===== src/rtl/uart_pkg.sv =====
`default_nettype none
// ============================================================================
//  Module   : uart_pkg
//  Brief    : Shared types and constants for the UART auto-baud detector.
//  Revision : 1.0
// ============================================================================
package uart_pkg;

   typedef enum logic [2:0] {
      ST_IDLE  = 3'd0,
      ST_ARM   = 3'd1,
      ST_LOW0  = 3'd2,
      ST_HIGH1 = 3'd3,
      ST_LOW2  = 3'd4,
      ST_CHECK = 3'd5,
      ST_LOCK  = 3'd6,
      ST_ERR   = 3'd7
   } ab_state_t;

   localparam int OSR              = 16;
   localparam int OSR_SHIFT        = $clog2(OSR);
   localparam int DVSR_W_DEF       = 11;
   localparam int DEFAULT_DVSR_DEF = 325;

endpackage
`default_nettype wire


===== src/rtl/uart_rx_sync.sv =====
`default_nettype none
// ============================================================================
//  Module   : uart_rx_sync
//  Brief    : 2-FF synchronizer for raw rx plus single-cycle edge pulses.
//  Revision : 1.0
// ============================================================================
module uart_rx_sync (
   input  logic clk,
   input  logic reset,
   input  logic rx,
   output logic rise_o,
   output logic fall_o
);

   logic meta_q;
   logic sync_q;
   logic dly_q;

   // Resets to idle-high so a released reset never looks like a start edge.
   always_ff @(posedge clk or negedge reset) begin
      if (!reset) begin
         meta_q <= 1'b1;
         sync_q <= 1'b1;
         dly_q  <= 1'b1;
      end else begin
         meta_q <= rx;
         sync_q <= meta_q;
         dly_q  <= sync_q;
      end
   end

   assign rise_o = ~dly_q &  sync_q;
   assign fall_o =  dly_q & ~sync_q;

endmodule
`default_nettype wire


===== src/rtl/uart_autobaud.sv =====
`default_nettype none
// ============================================================================
//  Module   : uart_autobaud
//  Brief    : Measures a 0x55 sync character and derives the 16x baud divisor.
//  Revision : 1.0
// ============================================================================
module uart_autobaud
   import uart_pkg::*;
#(
   parameter int DVSR_W       = DVSR_W_DEF,
   parameter int CNT_W        = DVSR_W + 4,
   parameter int TOL_SHIFT    = 3,
   parameter int MIN_CNT      = 32,
   parameter int DEFAULT_DVSR = DEFAULT_DVSR_DEF
) (
   input  logic              clk,
   input  logic              reset,
   input  logic              rx,
   input  logic              start,
   input  logic              abort,
   output logic [DVSR_W-1:0] dvsr_out,
   output logic              locked,
   output logic              busy,
   output logic              err
);

   localparam logic [CNT_W-1:0]  c_cnt_max = '1;
   localparam logic [CNT_W+1:0]  c_q_max   = (CNT_W+2)'(2**DVSR_W);

   ab_state_t          state_q, state_d;
   logic [CNT_W-1:0]   cnt_q, cnt_d;
   logic [CNT_W-1:0]   cnt0_q, cnt0_d;
   logic [CNT_W-1:0]   cnt1_q, cnt1_d;
   logic [CNT_W-1:0]   cnt2_q, cnt2_d;
   logic [DVSR_W-1:0]  dvsr_q, dvsr_d;
   logic               locked_q, locked_d;
   logic               busy_q, busy_d;
   logic               err_q, err_d;

   logic               w_rise;
   logic               w_fall;
   logic [CNT_W-1:0]   w_tol;
   logic [CNT_W-1:0]   w_diff1;
   logic [CNT_W-1:0]   w_diff2;
   logic               w_pass;
   logic [CNT_W:0]     w_sum;
   logic [CNT_W:0]     w_per;
   logic [CNT_W+1:0]   w_q;
   logic [DVSR_W-1:0]  w_dvsr;

   uart_rx_sync u_sync (
      .clk    (clk),
      .reset  (reset),
      .rx     (rx),
      .rise_o (w_rise),
      .fall_o (w_fall)
   );

   // Validation: low pulse long enough, both other bits within 1/2^TOL_SHIFT of it.
   assign w_tol   = cnt0_q >> TOL_SHIFT;
   assign w_diff1 = (cnt1_q >= cnt0_q) ? (cnt1_q - cnt0_q) : (cnt0_q - cnt1_q);
   assign w_diff2 = (cnt2_q >= cnt0_q) ? (cnt2_q - cnt0_q) : (cnt0_q - cnt2_q);
   assign w_pass  = (cnt0_q >= CNT_W'(MIN_CNT)) && (w_diff1 <= w_tol) && (w_diff2 <= w_tol);

   // Bit period is the rounded mean of the two low pulses; divisor is period/OSR rounded, minus one.
   assign w_sum  = {1'b0, cnt0_q} + {1'b0, cnt2_q};
   assign w_per  = (w_sum + (CNT_W+1)'(1)) >> 1;
   assign w_q    = ({1'b0, w_per} + (CNT_W+2)'(OSR / 2)) >> OSR_SHIFT;
   assign w_dvsr = (w_q > c_q_max) ? {DVSR_W{1'b1}} : DVSR_W'(w_q - (CNT_W+2)'(1));

   always_comb begin
      state_d  = state_q;
      cnt_d    = cnt_q;
      cnt0_d   = cnt0_q;
      cnt1_d   = cnt1_q;
      cnt2_d   = cnt2_q;
      dvsr_d   = dvsr_q;
      locked_d = locked_q;
      busy_d   = busy_q;
      err_d    = err_q;
      if (abort) begin
         state_d  = ST_IDLE;
         locked_d = 1'b0;
         err_d    = 1'b0;
         busy_d   = 1'b0;
      end else begin
         case (state_q)
            ST_IDLE, ST_LOCK, ST_ERR: begin
               if (start) begin
                  state_d  = ST_ARM;
                  locked_d = 1'b0;
                  err_d    = 1'b0;
                  busy_d   = 1'b1;
               end
            end
            ST_ARM: begin
               if (w_fall) begin
                  state_d = ST_LOW0;
                  cnt_d   = CNT_W'(1);
               end
            end
            ST_LOW0, ST_HIGH1, ST_LOW2: begin
               if ((state_q == ST_HIGH1) ? w_fall : w_rise) begin
                  cnt_d = CNT_W'(1);
                  if (state_q == ST_LOW0) begin
                     cnt0_d  = cnt_q;
                     state_d = ST_HIGH1;
                  end else if (state_q == ST_HIGH1) begin
                     cnt1_d  = cnt_q;
                     state_d = ST_LOW2;
                  end else begin
                     cnt2_d  = cnt_q;
                     state_d = ST_CHECK;
                  end
               end else if (cnt_q == c_cnt_max) begin
                  state_d = ST_ERR;
                  err_d   = 1'b1;
                  busy_d  = 1'b0;
               end else begin
                  cnt_d = cnt_q + CNT_W'(1);
               end
            end
            ST_CHECK: begin
               busy_d = 1'b0;
               if (w_pass) begin
                  state_d  = ST_LOCK;
                  dvsr_d   = w_dvsr;
                  locked_d = 1'b1;
               end else begin
                  state_d = ST_ERR;
                  err_d   = 1'b1;
               end
            end
            default: state_d = ST_IDLE;
         endcase
      end
   end

   always_ff @(posedge clk or negedge reset) begin
      if (!reset) begin
         state_q  <= ST_IDLE;
         cnt_q    <= '0;
         cnt0_q   <= '0;
         cnt1_q   <= '0;
         cnt2_q   <= '0;
         dvsr_q   <= DVSR_W'(DEFAULT_DVSR);
         locked_q <= 1'b0;
         busy_q   <= 1'b0;
         err_q    <= 1'b0;
      end else begin
         state_q  <= state_d;
         cnt_q    <= cnt_d;
         cnt0_q   <= cnt0_d;
         cnt1_q   <= cnt1_d;
         cnt2_q   <= cnt2_d;
         dvsr_q   <= dvsr_d;
         locked_q <= locked_d;
         busy_q   <= busy_d;
         err_q    <= err_d;
      end
   end

   assign dvsr_out = dvsr_q;
   assign locked   = locked_q;
   assign busy     = busy_q;
   assign err      = err_q;

endmodule
`default_nettype wire


===== config.mk =====
export PLATFORM = sky130hd
export DESIGN_NAME = uart_autobaud
export DESIGN_NICKNAME = d
export VERILOG_FILES = /design/src/rtl/uart_pkg.sv /design/src/rtl/uart_rx_sync.sv /design/src/rtl/uart_autobaud.sv
export SDC_FILE = /design/constraint.sdc
export NUM_CORES = 1
export LEC_CHECK = 0
export CORE_ASPECT_RATIO = 0.8
export CORE_UTILIZATION = 60
export DETAILED_ROUTE_END_ITERATION = 16
export MAX_ROUTING_LAYER = met4
export PLACE_DENSITY = 0.77
export SYNTH_ARGS = -nofsm -noshare
export SYNTH_HDL_FRONTEND = slang
export SYNTH_SLANG_ARGS = --single-unit
export TNS_END_PERCENT = 1

===== constraint.sdc =====
create_clock -name clk -period 8.2 [get_ports clk]
set_clock_uncertainty 0.15 [all_clocks]
set_input_delay 0.82 -clock clk [delete_from_list [all_inputs] [get_ports clk]]
set_output_delay 0.82 -clock clk [all_outputs]
set_load 0.005 [all_outputs]

; ---- After elaboration in Yosys (flattened, before gate mapping)
; Index checks and enable logic that the tools add are counted.
[classes]
add_sub_neg = 9
magnitude_cmp = 6
eq_ne = 17
muxes = 31
n_bitwise = 7
n_reduce_logical = 17
[op_table]
columns = cell, count
row1 = $mux W15, 5
row2 = $sub A15 B15 Y15, 4
row3 = $ge A15 B15 Y1, 2
row4 = $le A15 B12 Y1, 2
row5 = $pmux W15 S2, 1
row6 = $ne A3 B3 Y1 const B, 7
row7 = $mux W3, 6
row8 = $add A15 B15 Y16, 1
row9 = $add A15 B4 Y16 const B, 1
row10 = $add A16 B1 Y16 const B, 1
row11 = $add A15 B1 Y15 const B, 1
row12 = $eq A15 B15 Y1 const B, 1
row13 = $ge A15 B6 Y1 const B, 1
row14 = $reduce_and A5 Y1, 3
row15 = $mux W1, 14
row16 = $eq A3 B3 Y1 const B, 4
row17 = $gt A12 B12 Y1 const B, 1
row18 = $pmux W3 S4, 1
row19 = $reduce_and A4 Y1, 3
row20 = $mux W11, 1
row21 = $sub A11 B1 Y11 const B, 1
row22 = $reduce_and A3 Y1, 3
row23 = $eq A3 B2 Y1 const B, 2
row24 = $pmux W1 S3, 2
row25 = 12 further kinds, 19
[totals]
register_bits = 80
input_bits = 5
out_inout_bits = 14
wordCells = 99

; ---- Longest topological paths before layout
[depth]
ltp_word = 8
ltp_mapped = 27
ltp_nobuf = 23

; ---- Cells and area by module
; Synthesis repeated with hierarchy kept, for this count alone.
[unflattened]
cells_unflattened = 1004
hier_area_um2 = 8309.2
[modules_own_cells]
columns = module, n_inst, cells_each, area_per_inst_um2, seq_area_each_um2
row1 = uart_autobaud, 1, 999, 8215.4, 1931.9
row2 = uart_rx_sync, 1, 5, 93.8, 78.8

; ---- Least setup slack after synthesis
; No wires, ideal clock.
[synth_timing]
kind = reg2reg
from = register cnt0_q[13]
to = register dvsr_q[10], in the netlist dvsr_out[10]
setup_time_ns = 0.125
arrival_ns = 5.318
required_ns = 7.925
setup_slack_ns = 2.607
path_stages_with_launch = 27
path_buffers = 4
synth_period_minus_slack_ns = 5.593
path_cell_list = dfrtp_1 -> inv_1 -> ha_1 -> buf_1 -> nand4_1 -> or4_4 -> nand2_1 -> a21o_1 -> buf_6 -> nor2_2 -> buf_6 -> and3b_1 -> o311ai_1 -> and3_1 -> o221ai_1 -> xnor2_1 -> ha_1 -> and3_1 -> nand3_1 -> or4_1 -> a21oi_1 -> nand4b_1 -> a2111o_1 -> a21oi_2 -> nand3b_2 -> buf_6 -> mux2_4
[synth_between]
elab_chain_cells = 6
elab_cells_between_ends = 20
cone_classes = add/sub: 8 / order compare: 6 / mux: 3 / reduce/logical: 3
[synth_rtl]
columns = element, line
row1 = "start, declared", uart_autobaud.sv:32  ; logic [CNT_W-1:0] cnt0_q, cnt0_d;
row2 = "start signal, assigned", uart_autobaud.sv:153  ; cnt0_q <= cnt0_d;
row3 = branches (longest 6 deep; another with $add A15 B15 Y16), n/a
row4 = "end signal, assigned", uart_autobaud.sv:146  ; dvsr_q <= DVSR_W'(DEFAULT_DVSR);
row5 = "end signal, assigned", uart_autobaud.sv:156  ; dvsr_q <= dvsr_d;
row6 = "end, declared", uart_autobaud.sv:35  ; logic [DVSR_W-1:0] dvsr_q, dvsr_d;
; Several ways; the timed one is not identified.
; A chain may end at the register's enable or synchronous reset.

; ---- Worst setup path after layout
[layout_timing]
from = register cnt0_q[5]
to = register dvsr_q[5], in the netlist dvsr_out[5]
; Same word-level chain as after synthesis.

==> summary.txt <==
Run status
  – Outcome: completed

Logic synthesis
  – Cell count after synthesis: ~990
  – Main synth FF type: dfrtp_1
  – Fraction of registers with async set/reset: 100%
  – Library cells used by synthesis: 82
  – Seq/Total Area, Yosys: between 20 and 25%
  – Cell area after synthesis: a little over 0.008 sq mm
  – Synthesized flop and latch total: 80
  – Number of flops mapped to enable cells by yosys: 0
  – Post-synth net total: around 1100
  – Ys Warns: 0
  – Avg Cell Area, Syn: 8.41 sq um

Critical path
  – Crit Path Category: flop to flop
  – Crit path max fanout: 20
  – Critical Path Start: cnt0_q[5]$_DFFE_PN0P_
  – Critical Path Start Type: flop
  – FF-to-FF path depth: 22
  – R2R Setup Slk: roughly 1100 ps
  – Reg2Reg Launch Point: cnt0_q[5]$_DFFE_PN0P_
  – Critical path required time: just over 8000 ps
  – R2R Path End: dvsr_out[5]$_DFFE_PN0P_
  – WP data arrival: approximately 7200 ps
  – Worst setup EP type: flop

Floorplanning
  – Die width: approximately 130 um
  – Rows: 37
  – Die area: ~0.014 sq mm
  – Core area: ~0.013 sq mm
  – Starting Density: between 60% and 70%
  – I/O pin count: 19
  – Chip Height: around 110 um

Clocking
  – Clock sink count: 80
  – Hold Buf Count CTS: 0
  – # resized after CTS: 0
  – Postcts setup bufs: 0
  – CTS Buffer Depth: 2
  – CTS tree: yes
  – Num CTS Buffers: 9
  – Worst skew pair latency: about 350 ps
  – Worst-path clk slew: roughly 70 ps
  – Clock root buffer master: clkbuf_16
  – Clock H-tree levels: 3

Route
  – DRC Markers: 0
  – DR WL/cell: 19.9 um
  – Via-per-instance ratio: 6.35
  – WL final: 23100 um
  – Via count: about 7400
  – Routed Antenna Nets: 0
  – DRT Pass-1 Iters: 6
  – DRT iter0 DRCs: ~850

STA
  – Worst Max-Slew Pin Slew: between 900 and 1000 ps
  – Slew margin rel.: a little over a third
  – Setup TNS: 0 ps
  – Setup violators final: 0
  – Final period util: between 80% and 90%
  – Fmax: about 140 MHz
  – Setup repair after global routing missed its margin: false
  – Max Slew Vio Count: 0
  – Final hold vios: 0
  – Post-route minimum period: 7090 ps
  – Final worst-path setup slack: 1110 ps

Hold path
  – Hold Path Class: input port to async pin

Final layout
  – Leading cell type in the layout, fill and taps excluded: ha_1
  – Share of layout cells above drive strength 1: under 10%
  – Final nets: ~1100
  – Most frequent cells in the layout: ha_1 (101), nand2_1 (84), a21oi_1 (77)
  – Synth-to-layout area growth: 6.53%

Placement
  – DPL Wire Length: between 15000 and 20000 um
  – I/O Buffers: 18
  – DP Worst Slack: approximately 1200 ps
  – Routability cong.: just over 1

Power
  – Peak supply drop: between 0.0003 and 0.0004 V
  – Leak pwr: about 4.1 nW
  – Power Density: approximately 420 mW/mm^2

Flow run
  – Total of max-cap violations: 0

Global routing
  – Total GRT Usage: between 30% and 40%
  – Largest net degree at the start of global routing: 60
  – Global-route wire length before repair: ~37000 um
  – Gr ovfl total: 0
  – Initial antenna violation count: 2
  – Number of global-route vias before repair: about 6800
how the worst max path moves through the flow:
stage / end / depth (start not counted)
floorplan: dvsr_out[10]$_DFFE_PN0P_ / 26
global placement: dvsr_out[3]$_DFFE_PN0P_ / 21
detailed placement: dvsr_out[5]$_DFFE_PN0P_ / 21
CTS: dvsr_out[5]$_DFFE_PN0P_ / 21
global route: dvsr_out[1]$_DFFE_PN0P_ / 22
finish: dvsr_out[5]$_DFFE_PN0P_ / 22
per-layer routing:
metal	track usage, %	share of wire (%)	vias to the layer above
li1	-	-	3537
met1	49.8	47	3458
met2	48.5	41	326
met3	9.79	11	32
met4	9.42	1.6	0
met5	-	0	-
area by class of cell:
cell class	instances	area, sq um
Antenna cell	3	7.51
Timing Repair Buffer	22	208
Tap cell	175	219
Clock inverter	7	86.3
Fill cell	1140	4330
Multi-Input combinational cell	785	5770
Sequential cell	80	2010
Inverter	77	289
Clock buffer	9	225
metrics by stage:
step                      hold slack [ps]  cell area [sq um]  utilization (%)  std cells  power (mW)
after floorplan                       195               8280                -        985        2.52
after global placement                202               8500             64.7       1139        3.13
after detailed placement              198               8500             64.7       1139        3.16
after CTS                             212               8810             67.0       1155        3.61
after global routing                  214               8820             67.1       1158        4.02
final                                 211               8820             67.1       1158        3.67
power by group:
part	total [mW]	switching, mW	internal, mW
Combinational	2.71	1.61	1.10
Sequential	0.529	0.0753	0.454
Clock	0.435	0.191	0.243
Total	3.67	1.88	1.80
worst max-delay path, stage by stage, from the launching register on:
cell      delay, ps
dfrtp_1         440
inv_1           130
ha_1            450
o21a_1          220
o21ai_0         280
a211oi_1        120
o21a_2          260
nor2_2          650
mux2_2          430
o311ai_1        450
and3_1          300
o221ai_1        180
xnor2_1         190
ha_1            300
and3_1          150
nand3_1         100
or4_1           520
a21oi_1         160
nand4b_1        110
a2111o_1        380
a21oi_2         140
nand3b_2        380
mux2_4          470
synthesized netlist by cell type, types with 10 or more instances:
| master | instances | area share, % |
|---|---|---|
| xor2_1 | 16 | 1.7 |
| nor3_1 | 17 | 1.0 |
| clkbuf_1 | 23 | 1.0 |
| nand4_1 | 14 | 1.1 |
| a21o_1 | 20 | 1.8 |
| xnor2_1 | 29 | 3.1 |
| mux2_2 | 39 | 5.3 |
| o21ai_0 | 65 | 3.9 |
| dfrtp_1 | 73 | 22 |
| and3_1 | 18 | 1.4 |
| nor2_1 | 61 | 2.8 |
| mux2i_1 | 17 | 2.1 |
| ha_1 | 101 | 15 |
| o21bai_1 | 10 | 0.91 |
| nand3_1 | 25 | 1.5 |
| nand2b_1 | 11 | 0.83 |
| nor2b_1 | 11 | 0.83 |
| inv_1 | 76 | 3.4 |
| nand2_1 | 84 | 3.8 |
| a21oi_1 | 77 | 4.7 |
flip-flops by register name, indices dropped and copies added (netlist names):
register,count
err,1
cnt1_q,15
busy,1
cnt_q,15
u_sync.meta_q,1
cnt0_q,15
locked,1
u_sync.dly_q,1
cnt2_q,15
dvsr_out,11
u_sync.sync_q,1
state_q,3
cell families (layout without fill, tap and decap cells):
logic type	count (synthesis)	after routing	synth area share (%)
adder cells (fa/ha/maj)	105	105	16.2
flip-flops	80	80	24.3
AND/OR/NAND/NOR	293	293	17.9
buffers and inverters	120	115	6.03
other	0	3	0
AO/OA/AOI/OAI	276	276	21.6
XOR/XNOR	47	47	5.15
multiplexers	64	64	8.81
Note: power is estimated with default switching activity, not from simulation.
==> patch 1: new RTL, config.mk and constraints unchanged <==
Add an input register stage for `rx`, `start` and `abort`; this delays them by one clock. Comments in the files are not updated.
--- a/src/rtl/uart_autobaud.sv
+++ b/src/rtl/uart_autobaud.sv
@@ -27,6 +27,16 @@
    localparam logic [CNT_W-1:0]  c_cnt_max = '1;
    localparam logic [CNT_W+1:0]  c_q_max   = (CNT_W+2)'(2**DVSR_W);
 
+   logic rx_q;
+   logic start_q;
+   logic abort_q;
+
+   always_ff @(posedge clk) begin
+      rx_q    <= rx;
+      start_q <= start;
+      abort_q <= abort;
+   end
+
    ab_state_t          state_q, state_d;
    logic [CNT_W-1:0]   cnt_q, cnt_d;
    logic [CNT_W-1:0]   cnt0_q, cnt0_d;
@@ -51,7 +61,7 @@
    uart_rx_sync u_sync (
       .clk    (clk),
       .reset  (reset),
-      .rx     (rx),
+      .rx     (rx_q),
       .rise_o (w_rise),
       .fall_o (w_fall)
    );
@@ -78,7 +88,7 @@
       locked_d = locked_q;
       busy_d   = busy_q;
       err_d    = err_q;
-      if (abort) begin
+      if (abort_q) begin
          state_d  = ST_IDLE;
          locked_d = 1'b0;
          err_d    = 1'b0;
@@ -86,7 +96,7 @@
       end else begin
          case (state_q)
             ST_IDLE, ST_LOCK, ST_ERR: begin
-               if (start) begin
+               if (start_q) begin
                   state_d  = ST_ARM;
                   locked_d = 1'b0;
                   err_d    = 1'b0;
Check against the original RTL: not equivalent (a bounded check fails within 4 cycles, from zero or initial values and one cycle with reset low).
==> patch 1 against the original RTL <==
  * Final cell count rose by 0.43%
  * Setup slack got worse by 87 ps
  * Area after synthesis rose by 0.73%
  * Design area rose by 0.52%
  * Total power fell by 23%
  * Wire length fell by 0.77%
  * Sequential cell count rose by 3
  * Critical endpoint is now dvsr_out[4]
  * Critical path depth fell by 1
  * Count of clock-buffer cells in the layout did not move
  * Utilization fell by 1.7 points
  * Non-clock buffer count fell by 1
  * Sequential power fell by 6.2%
==> patch 1: results (changes against the original RTL) <==
register area share after synthesis 0.248 (+0.00545); gr usage total 0.343 (-0.00804); Post-synth ARST share 0.964 (-0.0361); comb pwr 0.00190 W (-30%); placed inst area 0.00856 mm^2 (+0.69%); crit path to dvsr_out[4]; M1 wire length 10900 um (+1.3%); via count 7389 (+0.49%); initial antenna violation count 1 (-1); Initial DRT Pass Iterations 5 (-1); fin crit period 7170 ps (+87.2 ps); WL/cell 19.7 um (-1.2%); Leak Pwr 4.10 nW (+1.3%); synthesized net count 1098 (+0.27%); met2 WL post-DR 9620 um (+1.2%); Max VDD drop 0.000201 V (-33%); largest net degree at the start of global routing 74 (+23%); DR WL met3 2100 um (-14%); clk pwr 0.000429 W (-1%); Worst R2R Setup Slack 1030 ps (-90 ps); CP arrival 7260 ps (+90 ps); grt met3 use 0.0833 (-0.0145); R2R depth 21 (-4.5%); status finished, final reports clean; first-pass GRT wire length 36900 um (-1.3%); internal power 0.00148 W (-17%); Routability Congestion 1.01 (-2.7%); Yosys cell types 83 (+1.2%)
patch 1: through the flow:
step                      cells  hold slack [ps]
after global routing       1163              126
after floorplan             988              134
after global placement     1146              138
after CTS                  1162              124
final                      1163              122
after detailed placement   1146              144
patch 1: layout make-up:
| class | instances | area, um^2 |
|---|---|---|
| multi-input combinational | 785 | 5770 |
| fill | 1168 | 4680 |
| sequential | 83 | 2070 |
| inverter | 77 | 289 |
| clock buffer | 9 | 225 |
| tap | 180 | 225 |
| timing repair buffer | 21 | 200 |
| clock inverter | 7 | 78.8 |
| antenna | 1 | 2.50 |
patch 1: cells by family (layout without fill, tap and decap cells):
family                   after synthesis  count (layout)  synth area share
AO/OA/AOI/OAI                        276             276             0.215
XOR/XNOR                              47              47            0.0512
adder cells (fa/ha/maj)              105             105             0.161
buffers and inverters                120             114            0.0599
flip-flops                            83              83             0.248
multiplexers                          64              64            0.0875
other                                  0               1                 0
AND/OR/NAND/NOR                      293             293             0.177
==> patch 2: new RTL, same settings <==
Made on the original files. Set the package constant `DVSR_W_DEF` to 22 (it was 11).
--- a/src/rtl/uart_pkg.sv
+++ b/src/rtl/uart_pkg.sv
@@ -19,7 +19,7 @@
 
    localparam int OSR              = 16;
    localparam int OSR_SHIFT        = $clog2(OSR);
-   localparam int DVSR_W_DEF       = 11;
+   localparam int DVSR_W_DEF       = 22;
    localparam int DEFAULT_DVSR_DEF = 325;
 
 endpackage
Ports: changed (resized dvsr_out); port bits go from 19 to 30. No check against the original RTL was run, so the function may have changed too.
==> patch 2 against the original RTL <==
  * Wire length grew 100%
  * Final cell count is 80% higher
  * Total power increased by 51%
  * Design area increased by 78%
  * Synthesized cell count increased by 79%
  * Fmax is 10% lower
  * Sequential cell count up 55
  * Area after synthesis rose by 76%
  * Non-clock buffer count is 31 higher
  * Setup slack got worse by 780 ps
  * Sequential power up 63%
  * Critical path type unchanged
  * Largest cell class unchanged
  * Highest routed layer unchanged
==> patch 2: results (changes against the original RTL) <==
DR WL met3 4710 um (+93%); Leak Pwr 7.11 nW (+75%); Routability Congestion 1.06 (+2.4%); Skew-Pair Late Insertion Delay 450 ps (+100 ps); Synth Area in Adders 0.159 (-0.00300); CP arrival 8050 ps (+880 ps); gr usage total 0.392 (+0.0412); R2R depth 27 (+23%); First DRT Iteration DRCs 1657 (+96%); via count 13.8k (+88%); XOR/XNOR Fraction of Synth Area 0.0680 (+0.0165); top post-synthesis cells by area dfrtp_1 22%, ha_1 15%, a21oi_1 6.4%; Port Buffer Count 29 (+11); register area share after synthesis 0.233 (-0.0100); Max VDD drop 0.000222 V (-26%); Slowest-stage cell, CP a21oi_1; M1 wire length 21200 um (+97%); met2 WL post-DR 20100 um (+110%); Hold/Removal Path Class reg -> reg; status finished, final reports clean; delay-heaviest family, CP compound AO/OA/AOI/OAI gates; initial antenna violation count 0 (-2); Yosys cell types 99 (+21%); # nets final 1941 (+79%); grt met3 use 0.0882 (-0.00972); number of H-tree levels 4 (+1); post-synthesis mux area share 0.0571 (-0.0310); vias in the first global route 12.7k (+86%); Least-Margin Pin Slew 1010 ps (+43.6 ps); HPWL Detailed 36900 um (+100%); Synth top cells by count 187 x a21oi_1, 178 x ha_1, 131 x inv_1; largest net degree at the start of global routing 74 (+23%); synthesized net count 1954 (+78%); routed wire length 47100 um (+100%); CTS buffer count 17 (+8); critical path fanouts, max 21 (+5.0%); ant diodes 0 (-3)
## patch 2: changes by cell type in the layout (fill, tap and decap cells not counted), moves of 17 or more
cell / delta
mux2_2: +17
nor2_1: +53
buf_4: +17
a21o_1: +24
inv_1: +55
o21ai_0: +61
xnor2_1: +47
nand2_1: +24
nand3_1: +19
ha_1: +77
o22a_1: +20
dfrtp_1: +55
nand4_1: +21
a21oi_1: +110
## patch 2: where the power goes
part	leakage, nW	internal (W)	total, W	switching (W)
Combinational	5.09	0.00157	0.00386	0.00229
Clock	0.295	0.000490	0.000830	0.000340
Sequential	1.72	0.000754	0.000860	0.000105
## patch 2: worst paths after layout
| kind | to | startpoint | slack (ps) |
|---|---|---|---|
| worst max-delay path | dvsr_out[3] | cnt0_q[13] | 330 |
| worst min-delay path | u_sync.sync_q | u_sync.meta_q | 210 |
| worst max register to register | dvsr_out[3] | cnt0_q[13] | 330 |
| worst min register to register | u_sync.sync_q | u_sync.meta_q | 210 |
| max in group asynchronous | cnt1_q[14] | reset | 6300 |
| min in group asynchronous | cnt1_q[1] | reset | 220 |
## patch 2: layout make-up
class,instances,area (um^2),area share
Clock buffer,19,443,0.0282
Clock inverter,13,168,0.0107
Inverter,132,495,0.0316
Multi-Input combinational cell,1415,10300,0.657
Sequential cell,135,3390,0.216
Tap cell,312,390,0.0249
Timing Repair Buffer,53,497,0.0316
## patch 2: per-stage QoR
stage	area, um^2	instances	TNS [ps]	worst slack (ps)	total power, W
final	15700	2079	0	329	0.00555
after global routing	15700	2079	-5.41	-2.46	0.00591
after CTS	15700	2076	0	293	0.00537
after detailed placement	15000	2044	0	369	0.00452
after global placement	15000	2044	0	433	0.00451
after floorplan	14500	1767	0	1890	0.00351
